<file path="config.mk">
export PLATFORM = sky130hd
export DESIGN_NAME = imem_loader
export DESIGN_NICKNAME = d
export VERILOG_FILES = /design/src/rtl/imem_loader_pkg.sv /design/src/rtl/imem_byte_packer.sv /design/src/rtl/imem_loader.sv
export SDC_FILE = /design/constraint.sdc
export NUM_CORES = 1
export LEC_CHECK = 0
export ABC_CLOCK_PERIOD_IN_PS = 6320
export CAP_MARGIN = 20
export CORE_MARGIN = 2
export CORE_UTILIZATION = 50
export DETAILED_ROUTE_END_ITERATION = 8
export PLACE_DENSITY = 0.75
export REMOVE_ABC_BUFFERS = 1
export SLEW_MARGIN = 0
export SYNTH_ARGS = -nofsm -noshare
export SYNTH_HDL_FRONTEND = slang
export SYNTH_SLANG_ARGS = --single-unit
</file>
<file path="constraint.sdc">
create_clock -name clk -period 6.32 [get_ports clk]
set_clock_uncertainty 0.15 [all_clocks]
set_input_delay 0.948 -clock clk [delete_from_list [all_inputs] [get_ports clk]]
set_output_delay 0.948 -clock clk [all_outputs]
set_load 0.1 [all_outputs]
</file>
<file path="src/rtl/imem_loader_pkg.sv">
// imem_loader_pkg: shared types and constants for the instruction-memory boot loader.
// Holds the loader FSM state encoding and the frame geometry constants.
// No logic lives here; imported by imem_loader and imem_byte_packer.
package imem_loader_pkg;

  typedef enum logic [2:0] {
    ST_IDLE   = 3'd0,
    ST_HDR_LO = 3'd1,
    ST_HDR_HI = 3'd2,
    ST_DATA   = 3'd3,
    ST_CSUM   = 3'd4,
    ST_DONE   = 3'd5,
    ST_ERROR  = 3'd6
  } imem_ld_state_t;

  // Header is a 16-bit little-endian word count
  localparam int HDR_BYTES      = 2;
  // Payload bytes per instruction word
  localparam int BYTES_PER_WORD = 4;

endpackage

</file>
<file path="src/rtl/imem_byte_packer.sv">
// imem_byte_packer: assembles little-endian words from accepted payload bytes, keeps running XOR checksum.
// Latency: o_word_vld/o_word are combinational on the 4th accepted byte; checksum is registered.
// Backpressure: none of its own; the parent only strobes i_byte_vld on an accepted payload byte.
module imem_byte_packer
  import imem_loader_pkg::*;
#(
  parameter int DATA_WIDTH = 32
) (
  input  logic                  clk,
  input  logic                  rst_n,
  input  logic                  i_byte_vld,
  input  logic [7:0]            i_byte_dat,
  output logic                  o_word_vld,
  output logic [DATA_WIDTH-1:0] o_word,
  output logic [7:0]            o_csum
);

  localparam int CNT_W = $clog2(BYTES_PER_WORD);

  logic [CNT_W-1:0]      r_cnt;
  logic [DATA_WIDTH-1:0] r_shift;
  logic [7:0]            r_csum;

  logic                  w_last_byte;
  logic [DATA_WIDTH-1:0] w_shift_nxt;

  // New bytes enter at the top and move down, so the first byte ends up in [7:0]
  always_comb begin
    w_last_byte = (r_cnt == CNT_W'(BYTES_PER_WORD - 1));
    w_shift_nxt = {i_byte_dat, r_shift[DATA_WIDTH-1:8]};
    o_word_vld  = i_byte_vld && w_last_byte;
    o_word      = w_shift_nxt;
    o_csum      = r_csum;
  end

  // Byte counter, shift register and running checksum advance only on accepted bytes
  always_ff @(posedge clk) begin
    if (!rst_n) begin
      r_cnt   <= '0;
      r_shift <= '0;
      r_csum  <= '0;
    end else if (i_byte_vld) begin
      r_cnt   <= w_last_byte ? '0 : r_cnt + CNT_W'(1);
      r_shift <= w_shift_nxt;
      r_csum  <= r_csum ^ i_byte_dat;
    end
  end

endmodule

</file>
<file path="src/rtl/imem_loader.sv">
// imem_loader: receives a framed byte image and writes it into instruction RAM, releasing the core on success.
// Latency: one write pulse the cycle after each word's 4th byte; release/error one cycle after the checksum byte.
// Backpressure: in_ready is registered, high only while a frame is in progress; 1 byte/cycle when streaming.
module imem_loader
  import imem_loader_pkg::*;
#(
  parameter int ADDR_WIDTH = 32,
  parameter int DATA_WIDTH = 32,
  parameter int DEPTH      = 256
) (
  input  logic                  clk,
  input  logic                  rst_n,
  input  logic                  in_valid,
  input  logic [7:0]            in_data,
  output logic                  in_ready,
  output logic                  wen,
  output logic [ADDR_WIDTH-1:0] wadr,
  output logic [DATA_WIDTH-1:0] wdata,
  output logic                  core_rst_n,
  output logic                  load_done,
  output logic                  err
);

  // One extra bit so the index can represent DEPTH without wrapping
  localparam int IDX_W = $clog2(DEPTH) + 1;

  imem_ld_state_t r_state;
  imem_ld_state_t w_state_nxt;

  logic [7:0]            r_n_lo;
  logic [15:0]           r_n;
  logic [IDX_W-1:0]      r_word_idx;
  logic                  r_in_ready;
  logic                  r_wen;
  logic [ADDR_WIDTH-1:0] r_wadr;
  logic [DATA_WIDTH-1:0] r_wdata;
  logic                  r_core_rst_n;
  logic                  r_load_done;
  logic                  r_err;

  logic                  w_accept;
  logic [15:0]           w_hdr_n;
  logic                  w_hdr_ok;
  logic                  w_byte_vld;
  logic                  w_last_word;
  logic                  w_word_vld;
  logic [DATA_WIDTH-1:0] w_word;
  logic [7:0]            w_csum;
  logic                  w_in_ready_nxt;
  logic                  w_done_nxt;
  logic                  w_err_nxt;

  // Handshake qualification, header bounds check and last-word detection
  always_comb begin
    w_accept    = in_valid && r_in_ready;
    w_hdr_n     = {in_data, r_n_lo};
    w_hdr_ok    = (w_hdr_n != 16'd0) && (32'(w_hdr_n) <= 32'(DEPTH));
    w_byte_vld  = w_accept && (r_state == ST_DATA);
    w_last_word = ((32'(r_word_idx) + 32'd1) == 32'(r_n));
  end

  imem_byte_packer #(
    .DATA_WIDTH (DATA_WIDTH)
  ) u_packer (
    .clk        (clk),
    .rst_n      (rst_n),
    .i_byte_vld (w_byte_vld),
    .i_byte_dat (in_data),
    .o_word_vld (w_word_vld),
    .o_word     (w_word),
    .o_csum     (w_csum)
  );

  // FSM state register
  always_ff @(posedge clk) begin
    if (!rst_n) r_state <= ST_IDLE;
    else        r_state <= w_state_nxt;
  end

  // FSM next-state: header, payload, checksum, then a terminal outcome
  always_comb begin
    w_state_nxt = r_state;
    case (r_state)
      ST_IDLE:   w_state_nxt = ST_HDR_LO;
      ST_HDR_LO: if (w_accept) w_state_nxt = ST_HDR_HI;
      ST_HDR_HI: if (w_accept) w_state_nxt = w_hdr_ok ? ST_DATA : ST_ERROR;
      ST_DATA:   if (w_word_vld && w_last_word) w_state_nxt = ST_CSUM;
      ST_CSUM:   if (w_accept) w_state_nxt = (in_data == w_csum) ? ST_DONE : ST_ERROR;
      ST_DONE:   w_state_nxt = ST_DONE;
      ST_ERROR:  w_state_nxt = ST_ERROR;
      default:   w_state_nxt = ST_IDLE;
    endcase
  end

  // FSM outputs decoded from the next state so the registered versions line up with it
  always_comb begin
    w_in_ready_nxt = (w_state_nxt == ST_HDR_LO) || (w_state_nxt == ST_HDR_HI) ||
                     (w_state_nxt == ST_DATA)   || (w_state_nxt == ST_CSUM);
    w_done_nxt     = (w_state_nxt == ST_DONE);
    w_err_nxt      = (w_state_nxt == ST_ERROR);
  end

  // Header latch, word index, write port and status registers
  always_ff @(posedge clk) begin
    if (!rst_n) begin
      r_n_lo       <= '0;
      r_n          <= '0;
      r_word_idx   <= '0;
      r_in_ready   <= 1'b0;
      r_wen        <= 1'b0;
      r_wadr       <= '0;
      r_wdata      <= '0;
      r_core_rst_n <= 1'b0;
      r_load_done  <= 1'b0;
      r_err        <= 1'b0;
    end else begin
      r_in_ready   <= w_in_ready_nxt;
      r_core_rst_n <= w_done_nxt;
      r_load_done  <= w_done_nxt;
      r_err        <= w_err_nxt;
      r_wen        <= w_word_vld;
      if ((r_state == ST_HDR_LO) && w_accept) r_n_lo <= in_data;
      if ((r_state == ST_HDR_HI) && w_accept) r_n    <= w_hdr_n;
      if (w_word_vld) begin
        r_wadr     <= ADDR_WIDTH'({r_word_idx, 2'b00});
        r_wdata    <= w_word;
        r_word_idx <= r_word_idx + IDX_W'(1);
      end
    end
  end

  assign in_ready   = r_in_ready;
  assign wen        = r_wen;
  assign wadr       = r_wadr;
  assign wdata      = r_wdata;
  assign core_rst_n = r_core_rst_n;
  assign load_done  = r_load_done;
  assign err        = r_err;

endmodule

</file>
## Word level (Yosys, flattened, before mapping)

Index checks and enable logic that the tools add are counted.

- Bits in registers: 123
- Input port bits: 11
- Output and inout port bits: 69
- Word-level logic and storage cells: 53

- $add $sub $neg: 3
- Magnitude comparators: 1
- Equal/unequal tests: 15
- Multiplexer cells: 8
- Bitwise operators: 1
- Reductions and logical operators: 12

Operators by type and width:

| operator | number |
|---|---|
| 3-bit one-hot mux with 7 select lines | 1 |
| 3-bit equality test, second input constant | 6 |
| 10-bit by 16-bit equality test with 1-bit output | 1 |
| 16-bit by 9-bit less-or-equal comparator with 1-bit output, second input constant | 1 |
| 16-bit nonzero test | 1 |
| 3-bit two-way mux | 5 |
| 3-bit by 2-bit equality test with 1-bit output, second input constant | 4 |
| 9-bit by 1-bit adder with 10-bit output, second input constant | 1 |
| 9-bit by 1-bit adder with 9-bit output, second input constant | 1 |
| 8-bit equality test | 1 |
| 8-bit XOR | 1 |
| 1-bit logical AND | 7 |
| 3-bit by 1-bit equality test with 1-bit output, second input constant | 2 |
| 2-bit two-way mux | 2 |
| 3-bit zero test | 1 |
| 1-bit logical OR | 3 |
| 2-bit by 1-bit adder with 2-bit output, second input constant | 1 |
| 2-bit equality test, second input constant | 1 |

## Longest topological paths before layout

Gate-level depths: netlist (run 1).

- Word-level depth: 10
- Gate-level depth with buffers: 9
- Gate-level depth less buffers: 8

## Hierarchy

From an unflattened synthesis (run 1), not the netlist that was laid out.

- Cells, all modules: 538
- Area, all modules: 5039.8 um^2

Modules (own cells, without submodules):

| module | instances | cells each | area each (um^2) | seq. area each (um^2) |
|---|---|---|---|---|
| imem_loader | 1 | 401 | 3606.0 | 1621.6 |
| imem_byte_packer | 1 | 137 | 1433.9 | 680.7 |

## Worst setup path after synthesis (run 1)

OpenSTA, ideal clock, no wires.

- Kind: register to register
- Start: reg r_in_ready (netlist: in_ready)
- End: reg r_state[0]
- Arrival time: 2.447 ns
- Required time: 6.055 ns
- Slack: 3.608 ns
- Stages on the path, launching flop included: 8
- Period minus slack after synthesis: 2.712 ns
- Cell sequence: dfxtp_1 > nand3_1 > nor3_4 > nand4_1 > a2111o_1 > o21ai_0 > o21ai_0 > and2_1

- Cells in the longest elaborated chain, start to end: 6
- Elaborated cells between the ends (all ways): 9
- Those cells by class: mux: 5; reduce/logical: 4

RTL lines:

| item | RTL line | RTL |
|---|---|---|
| start, declared | imem_loader.sv:33 | `logic r_in_ready;` |
| start signal, assigned | imem_loader.sv:117 | `r_in_ready <= w_in_ready_nxt;` |
| 1-bit logical AND * | imem_loader.sv:55 | `w_accept = in_valid && r_in_ready;` |
| 1-bit logical AND | imem_loader.sv:58 | `w_byte_vld = w_accept && (r_state == ST_DATA);` |
| 1-bit logical AND | imem_byte_packer.sv:31 | `o_word_vld = i_byte_vld && w_last_byte;` |
| 1-bit logical AND | imem_loader.sv:87 | `ST_DATA: if (w_word_vld && w_last_word) w_state_nxt = ST_CSUM;` |
| 3-bit two-way mux | imem_loader.sv:87 |  |
| 3-bit one-hot mux with 7 select lines * | imem_loader.sv:83 | `case (r_state)` |
| end signal, assigned | imem_loader.sv:77 | `else r_state <= w_state_nxt;` |
| end, declared | imem_loader.sv:27 | `imem_ld_state_t r_state;` |

Mark *: on every way between the ends. The rest lies on a longest branch, timed or not.
A chain may end at the register's enable or synchronous reset.

## Worst setup path in the final report (run 1)

- Start: reg r_in_ready (netlist: in_ready)
- End: out in_ready

RTL lines:

| item | RTL line | RTL |
|---|---|---|
| end, declared | imem_loader.sv:15 | `output logic in_ready,` |

No word-level cell between the ends.

==> flow_summary.json, run 1 <==
{
  "drc": 0,
  "viasPerCell": 5.11,
  "ys_seq_elements": 115,
  "slowest_stage": "clkdlybuf4s50_1",
  "die_area_um2": 10900,
  "cp_top_family": "buffers and inverters",
  "clock_sinks": 115,
  "outcome": "completed",
  "syn_avg_cell_area_um2": 8.81,
  "finalWirelength_um": 10500,
  "numCtsBuffers": 17,
  "ant_nets": 0,
  "core_area_um2": 9770,
  "final_core_util_pct": 63.1,
  "htree_levels": 4,
  "r2r_start": "r_word_idx[0]",
  "ioPinCount": 80,
  "synth-seq-area-share_pct": 45.5,
  "die_w_um": 105,
  "required_ps": 5220,
  "critical_path_class": "register to output pin",
  "synth_area_um2": 5050,
  "power_density_nw_per_um2": 293,
  "rrSetupSlack_ps": 3480,
  "antenna_cells": 0,
  "final_common_cell": "nand2_1",
  "grt_max_degree": 114,
  "worst-path-buf-inv": 1,
  "rr_endpoint": "err",
  "slowest_delay_ps": 1180,
  "fin_crit_sh_pct": 50.8,
  "cts_setup_buffers": 0,
  "ys_async_sr_fraction_pct": 0,
  "path_cells": "clkdlybuf4s50_1",
  "vias": 3887,
  "antenna_found_initial": 0,
  "routedWlPerCell_um": 13.7,
  "gp_congestion": 0.860,
  "tns_ps": 0,
  "end_kind": "output pin",
  "min_to": "wdata[9]",
  "setup_viol": 0,
  "first_pass_iters": 4,
  "drive_above_1_share_pct": 7.32,
  "netlist_instances": 574,
  "grt_pass1_vias": 3727,
  "hp-class": "register to register",
  "tightest_slew_ps": 980,
  "slew-limit-headroom_pct": 34.4,
  "io_buffers": 56,
  "dpl.hpwl_um": 6570,
  "num_rows": 36,
  "cts_buffer_depth": 2,
  "critPathMaxFanout": 5,
  "final_cell_mix": "nand2_1 (147), dfxtp_1 (115), a21boi_0 (69), clkdlybuf4s50_1 (55), nor2b_1 (26)",
  "cts_tree": "built",
  "worstHoldPathCells": 2,
  "cp.arrival_ps": 2110,
  "fmax_mhz": 312,
  "clock-root-buffer": "clkbuf_8",
  "irDropWorstVdd_uv": 176,
  "postCtsResizedCells": 0,
  "final_nets": 629,
  "synth.distinct_cells": 44,
  "synth.area.top_cells": "dfxtp_1 (46%), nand2_1 (11%), a21boi_0 (10%)",
  "track_usage_pct": 20.2,
  "critPathLaunchType": "register",
  "drt_iter0_drc": 205,
  "overflow": 0,
  "timing.max_cap.violations": 0,
  "yosys_warnings": 0,
  "clk_latency_ps": 520,
  "hold_start": "wdata[9]",
  "cts_hold_buf": 0,
  "yosys.area.top_type": "dfxtp_1",
  "synth_top_area_share_pct": 45.5,
  "hold_viol": 0,
  "slew_violations": 0,
  "synth_edf_count": 0,
  "period_needed_ps": 3210,
  "initial_core_util_pct": 51.7,
  "clkSlewWorstSetupHoldPaths_ps": 60,
  "area_growth_pct": 22.0,
  "p_leak_uw": 0.00214,
  "synth_ff_type": "dfxtp_1",
  "die_height_um": 105,
  "rsz0062_at_grt": "no",
  "grt_pass1_wl_um": 17900,
  "worstRegToRegCells": 8
}
==> cells in the mapped netlist, types with 10 or more instances <==
library cell and instances:
nor3_1 10, a21boi_0 69, clkbuf_1 20, nand2_1 147
nor2b_1 26, and2_1 17, dfxtp_1 115, buf_2 10
xor2_1 18, mux2i_1 25, xnor2_1 18, buf_4 25
==> logic make-up after synthesis <==
group	share of synthesized area, %
AO/OA/AOI/OAI	13.7
adder cells (fa/ha/maj)	0.495
flip-flops	45.5
buffers and inverters	7.30
multiplexers	4.95
AND/OR/NAND/NOR	21.7
XOR/XNOR	6.24
other	0.0742
==> flip-flops by register name, indices dropped and copies added (netlist names) <==
register	cells
load_done	1
r_n	16
err	1
u_packer.r_cnt	2
in_ready	1
u_packer.r_shift	24
r_n_lo	8
wen	1
wadr	9
wdata	32
u_packer.o_csum	8
r_word_idx	9
r_state	3
==> cell type report <==
| class | instances | area, um^2 |
|---|---|---|
| fill | 819 | 3610 |
| multi-input combinational | 415 | 2480 |
| sequential | 115 | 2300 |
| timing repair buffer | 62 | 608 |
| clock buffer | 17 | 414 |
| clock inverter | 14 | 178 |
| tap | 133 | 166 |
| inverter | 5 | 18.8 |
==> metal layers <==
metal,vias up,global-route usage (%),wire (um)
li1,1942,-,-
met1,1834,25.0,4800
met2,93,34.0,5070
met3,18,4.43,397
met4,0,8.59,187
met5,-,0,0
==> worst max-delay path by stage <==
stage | end | depth (start not counted) | slack [ps] | startpoint
2_1_floorplan | err | 6 | 1500 | in_ready
3_3_place_gp | u_packer.r_cnt[0] | 7 | 2970 | in_valid
3_5_place_dp | u_packer.r_cnt[0] | 7 | 2860 | in_valid
4_1_cts | in_ready | 1 | 3100 | in_ready
5_1_grt | in_ready | 1 | 3070 | in_ready
6_report | in_ready | 1 | 3110 | in_ready
==> through the flow <==
step / total power (uW) / setup WS [ps] / area, um^2 / instances / hold slack [ps]
global route: 1860 / 3070 / 6160 / 761 / 339
CTS: 1820 / 3100 / 6150 / 760 / 317
detailed placement: 871 / 2860 / 5560 / 729 / 309
finish: 1810 / 3110 / 6160 / 761 / 312
floorplan: 842 / 1500 / 4790 / 535 / 291
global placement: 869 / 2970 / 5560 / 729 / 304
==> power by group <==
| group | switching [uW] | total (uW) | internal (uW) |
|---|---|---|---|
| sequential | 6.29 | 736 | 730 |
| clock | 348 | 950 | 602 |
| combinational | 93.8 | 120 | 26.4 |
Note: power is estimated with default switching activity, not from simulation.
==> run 2, diff against run 1 <==
Settings changed: ABC_CLOCK_PERIOD_IN_PS 6320 to 2900, CORE_UTILIZATION 50 to 48.
Clock period 6.32 ns to 2.9 ns, I/O delays scaled along.
==> run 2 against run 1 <==
  * Wire length grew 2.0%
  * Largest power group unchanged
  * Combinational power grew 130%
  * First-iteration DRC count grew 11%
  * Critical path type is now register to register
  * Power grew 120%
  * Die area grew 4.0%
  * Register-to-register slack lost 3300 ps
  * Via count grew 1.5%
  * Core utilization shrank 3.1 points
  * Sequential share of layout area is essentially flat
  * Count of clock-buffer cells in the layout is the same
  * Flip-flop and latch count is the same
==> flow_summary.json, run 2 (synthesis results as in run 1) <==
{
  "outcome": "completed",
  "cts_tree": "built",
  "period_needed_ps": 2730,
  "cts_setup_buffers": 0,
  "critPathLaunchType": "register",
  "grt_pass1_wl_um": 17300,
  "core_area_um2": 10300,
  "worstHoldPathCells": 2,
  "finalWirelength_um": 10700,
  "initial_core_util_pct": 49.2,
  "track_usage_pct": 19.3,
  "cts_hold_buf": 0,
  "drc": 0,
  "cp.arrival_ps": 3020,
  "crit_top_cell": "nand3_2",
  "tightest_slew_ps": 754,
  "antenna_cells": 0,
  "rsz0062_at_grt": "no",
  "drt_iter0_drc": 227,
  "ant_nets": 0,
  "postCtsResizedCells": 0,
  "num_rows": 37,
  "htree_levels": 4,
  "final_nets": 640,
  "grt_busiest_layer": "met2",
  "hold_viol": 0,
  "ioPinCount": 80,
  "clock_sinks": 115,
  "final_cells": 775,
  "dpl_cell_area_um2": 5550,
  "holdWs_ps": 311,
  "worstRegToRegCells": 8,
  "hp-class": "register to register",
  "grt_pass1_vias": 3699,
  "overflow": 0,
  "grt_use_met2_pct": 30.1,
  "die_area_um2": 11400,
  "end_kind": "register",
  "io_buffers": 56,
  "clk_latency_ps": 510,
  "final_common_cell": "nand2_1",
  "slew-limit-headroom_pct": 49.7,
  "crit_cells": 8,
  "critical_path_class": "register to register",
  "cts_buffer_depth": 2,
  "slowest_stage": "or4_1",
  "clkSlewWorstSetupHoldPaths_ps": 60,
  "drive_above_1_share_pct": 16.1,
  "place_inst": 744,
  "worst-path-buf-inv": 0,
  "final_area_um2": 6170,
  "area_growth_pct": 22.0,
  "largest_reg_flops": 32,
  "fmax_mhz": 367,
  "die_height_um": 107,
  "antenna_found_initial": 0,
  "first_pass_iters": 5,
  "clock-root-buffer": "clkbuf_8",
  "viasPerCell": 5.09,
  "fin_crit_sh_pct": 94.0,
  "vias": 3945,
  "use_met1_pct": 25.0,
  "irDropWorstVdd_uv": 373,
  "grt.met3_usage_pct": 5.41,
  "setup_viol": 0,
  "final_cell_mix": "nand2_1 (147), dfxtp_1 (115), a21boi_0 (69), buf_4 (62), nor2b_1 (26)",
  "dpl.hpwl_um": 6910,
  "p_leak_uw": 0.00232,
  "slew_violations": 0,
  "routedWlPerCell_um": 13.8,
  "slowest_delay_ps": 560,
  "required_ps": 3190,
  "gp_congestion": 0.936,
  "cp_top_family": "simple AND/OR/NAND/NOR gates",
  "grt_max_degree": 65,
  "numCtsBuffers": 17,
  "power_density_nw_per_um2": 654,
  "timing.max_cap.violations": 0,
  "die_w_um": 107,
  "path_cells": "ha_1 > nand3_2 > or4_1 > o311ai_0 > o32ai_1 > o211ai_2 > nand3_2 > nor2b_1",
  "critPathMaxFanout": 11
}
-- run 2: worst min-delay path: cells and delay by family (launching register included) --
| family | cells | cell delay (ps) |
|---|---|---|
| flip-flops | 1 | 310 |
| AND/OR/NAND/NOR | 1 | 40 |
| AO/OA/AOI/OAI | 1 | 60 |
-- run 2: worst paths after layout --
check / startpoint / end / slack, ps
worst min register to register: wdata[2] / wdata[2] / 310
worst max-delay path: r_word_idx[1] / load_done / 170
worst max register to register: r_word_idx[1] / load_done / 170
worst min-delay path: wdata[2] / wdata[2] / 310
-- run 2: layout make-up --
cell class              instances  area [um^2]
fillers                       900         4110
flip-flops and latches        115         2300
multi-input cells             415         2480
clock inverters                14          203
repair buffers                 73          581
inverters                       5         18.8
well taps                     136          170
clock buffers                  17          414
-- run 2: metrics by stage --
stage	worst slack (ps)	util [%]	TNS [ps]	total power, uW
3_3_place_gp	211	54.0	0	1900
6_report	174	60.0	0	4030
5_1_grt	13.5	60.0	0	4150
4_1_cts	204	60.0	0	4060
2_1_floorplan	-1920	-	-41230	1830
3_5_place_dp	54.7	54.0	0	1910
-- run 2: report_power, final --
group / total (uW) / internal, uW / leakage (uW) / switching, uW
Combinational: 272 / 65.1 / 0.00109 / 207
Clock: 2160 / 1400 / 0.000299 / 756
Sequential: 1600 / 1590 / 0.000927 / 12.9
Total: 4030 / 3060 / 0.00232 / 975
-- run 2: per-layer routing --
metal / part of all wire (%) / wire [um] / up-vias
li1: - / - / 1961
met1: 46 / 4860 / 1841
met2: 46 / 4930 / 120
met3: 6.1 / 650 / 23
met4: 2.1 / 229 / 0
met5: 0 / 0 / -
==> run 3, diff against run 2 <==
Settings changed: ABC_CLOCK_PERIOD_IN_PS 2900 to default, MAX_ROUTING_LAYER from default to met4.
==> run 3 against run 2 <==
  * Sequential power barely moved
  * Wire length fell by 0.78%
  * Final cell count did not move
  * Clock power barely moved
  * Flip-flop and latch count did not move
  * Setup slack improved by 6.2 ps
  * Register-to-register slack barely moved
==> flow_summary.json, run 3 (synthesis results as in run 1) <==
{
  "antenna_found_initial": 0,
  "fin_crit_sh_pct": 93.8,
  "hp-class": "register to register",
  "dpl_cell_area_um2": 5550,
  "power_density_nw_per_um2": 653,
  "routedWlPerCell_um": 13.7,
  "area_growth_pct": 22.0,
  "final_area_um2": 6170,
  "setup_viol": 0,
  "outcome": "completed",
  "numCtsBuffers": 17,
  "gp_congestion": 0.952,
  "irDropWorstVdd_uv": 374,
  "finalWirelength_um": 10600,
  "first_pass_iters": 5,
  "cts_buffer_depth": 2,
  "die_w_um": 107,
  "place_inst": 744,
  "final_cells": 775,
  "clock_sinks": 115,
  "overflow": 0,
  "ioPinCount": 80,
  "cts_tree": "built",
  "multi_input_area_um2": 2480,
  "slew_violations": 0,
  "postCtsResizedCells": 0,
  "num_rows": 37,
  "ant_nets": 0,
  "period_needed_ps": 2720,
  "htree_levels": 4,
  "p_leak_uw": 0.00232,
  "end_kind": "register",
  "critPathLaunchType": "register",
  "met1Wirelength_um": 4790,
  "critPathMaxFanout": 11,
  "die_height_um": 107,
  "grt_max_degree": 65,
  "clkSlewWorstSetupHoldPaths_ps": 60,
  "clk_latency_ps": 510,
  "die_area_um2": 11400,
  "rsz0062_at_grt": "no",
  "hold_viol": 0,
  "clock-root-buffer": "clkbuf_8",
  "wl_met3_um": 607,
  "slew-limit-headroom_pct": 50.6,
  "antenna_cells": 0,
  "fmax_mhz": 368,
  "drt_iter0_drc": 202,
  "viasPerCell": 5.11,
  "vias": 3964,
  "final_nets": 640,
  "tightest_slew_ps": 740,
  "final_core_util_pct": 60.0,
  "grt_pass1_wl_um": 17300,
  "dpl.hpwl_um": 6910,
  "final_cell_mix": "nand2_1 (147), dfxtp_1 (115), a21boi_0 (69), buf_4 (62), nor2b_1 (26)",
  "cp.arrival_ps": 2970,
  "wl_met2_um": 4990,
  "drc": 0,
  "io_buffers": 56,
  "final_common_cell": "nand2_1",
  "cts_setup_buffers": 0,
  "track_usage_pct": 19.9,
  "required_ps": 3150,
  "grt_pass1_vias": 3699,
  "initial_core_util_pct": 49.2,
  "fillers": 900,
  "critical_path_class": "register to register",
  "core_area_um2": 10300,
  "cts_hold_buf": 0,
  "drive_above_1_share_pct": 16.1,
  "top_layer": "met4",
  "register_area_um2": 2300,
  "largest_reg_flops": 32,
  "timing.max_cap.violations": 0
}
==> run 3: final timing paths <==
kind / startpoint / to / slack, ps / cells after the start
setup reg to reg: r_word_idx[1] / r_state[0] / 180 / 8
hold / removal: wdata[1] / wdata[1] / 310 / 2
setup / recovery: r_word_idx[1] / r_state[0] / 180 / 8
hold reg to reg: wdata[1] / wdata[1] / 310 / 2
==> run 3: power by group <==
part           total [uW]  switching [uW]  internal, uW
Clock                2150             750          1400
Sequential           1600            12.9          1590
Combinational         271             206          65.1
==> run 3: critical path, cell delays in order (launching register included) <==
cell and delay (ps):
dfxtp_1 440, ha_1 360, nand3_2 240, or4_1 560, o311ai_0 130, o32ai_1 240, o21ai_0 240, o21ai_0 90
and2_1 160
==> run 3: final cells by class <==
type                            instances  share of cell area (%)
Multi-Input combinational cell        415                    40.2
Sequential cell                       115                    37.3
Timing Repair Buffer                   73                    9.42
Clock buffer                           17                    6.72
Clock inverter                         14                    3.29
Tap cell                              136                    2.76
Inverter                                5                   0.304
==> run 3: metrics by stage <==
stage / total power, uW / setup slack (ps) / hold slack, ps / TNS, ps
2_1_floorplan: 1830 / -1920 / 291 / -41230
3_3_place_gp: 1900 / 211 / 300 / 0
3_5_place_dp: 1910 / 54.7 / 308 / 0
4_1_cts: 4060 / 204 / 316 / 0
5_1_grt: 4150 / 13.6 / 332 / 0
6_report: 4030 / 180 / 311 / 0
==> run 3: metal layers <==
layer	track usage, %	up-vias
li1	-	1974
met1	25.3	1854
met2	29.9	119
met3	5.17	17
met4	8.81	0
met5	-	-
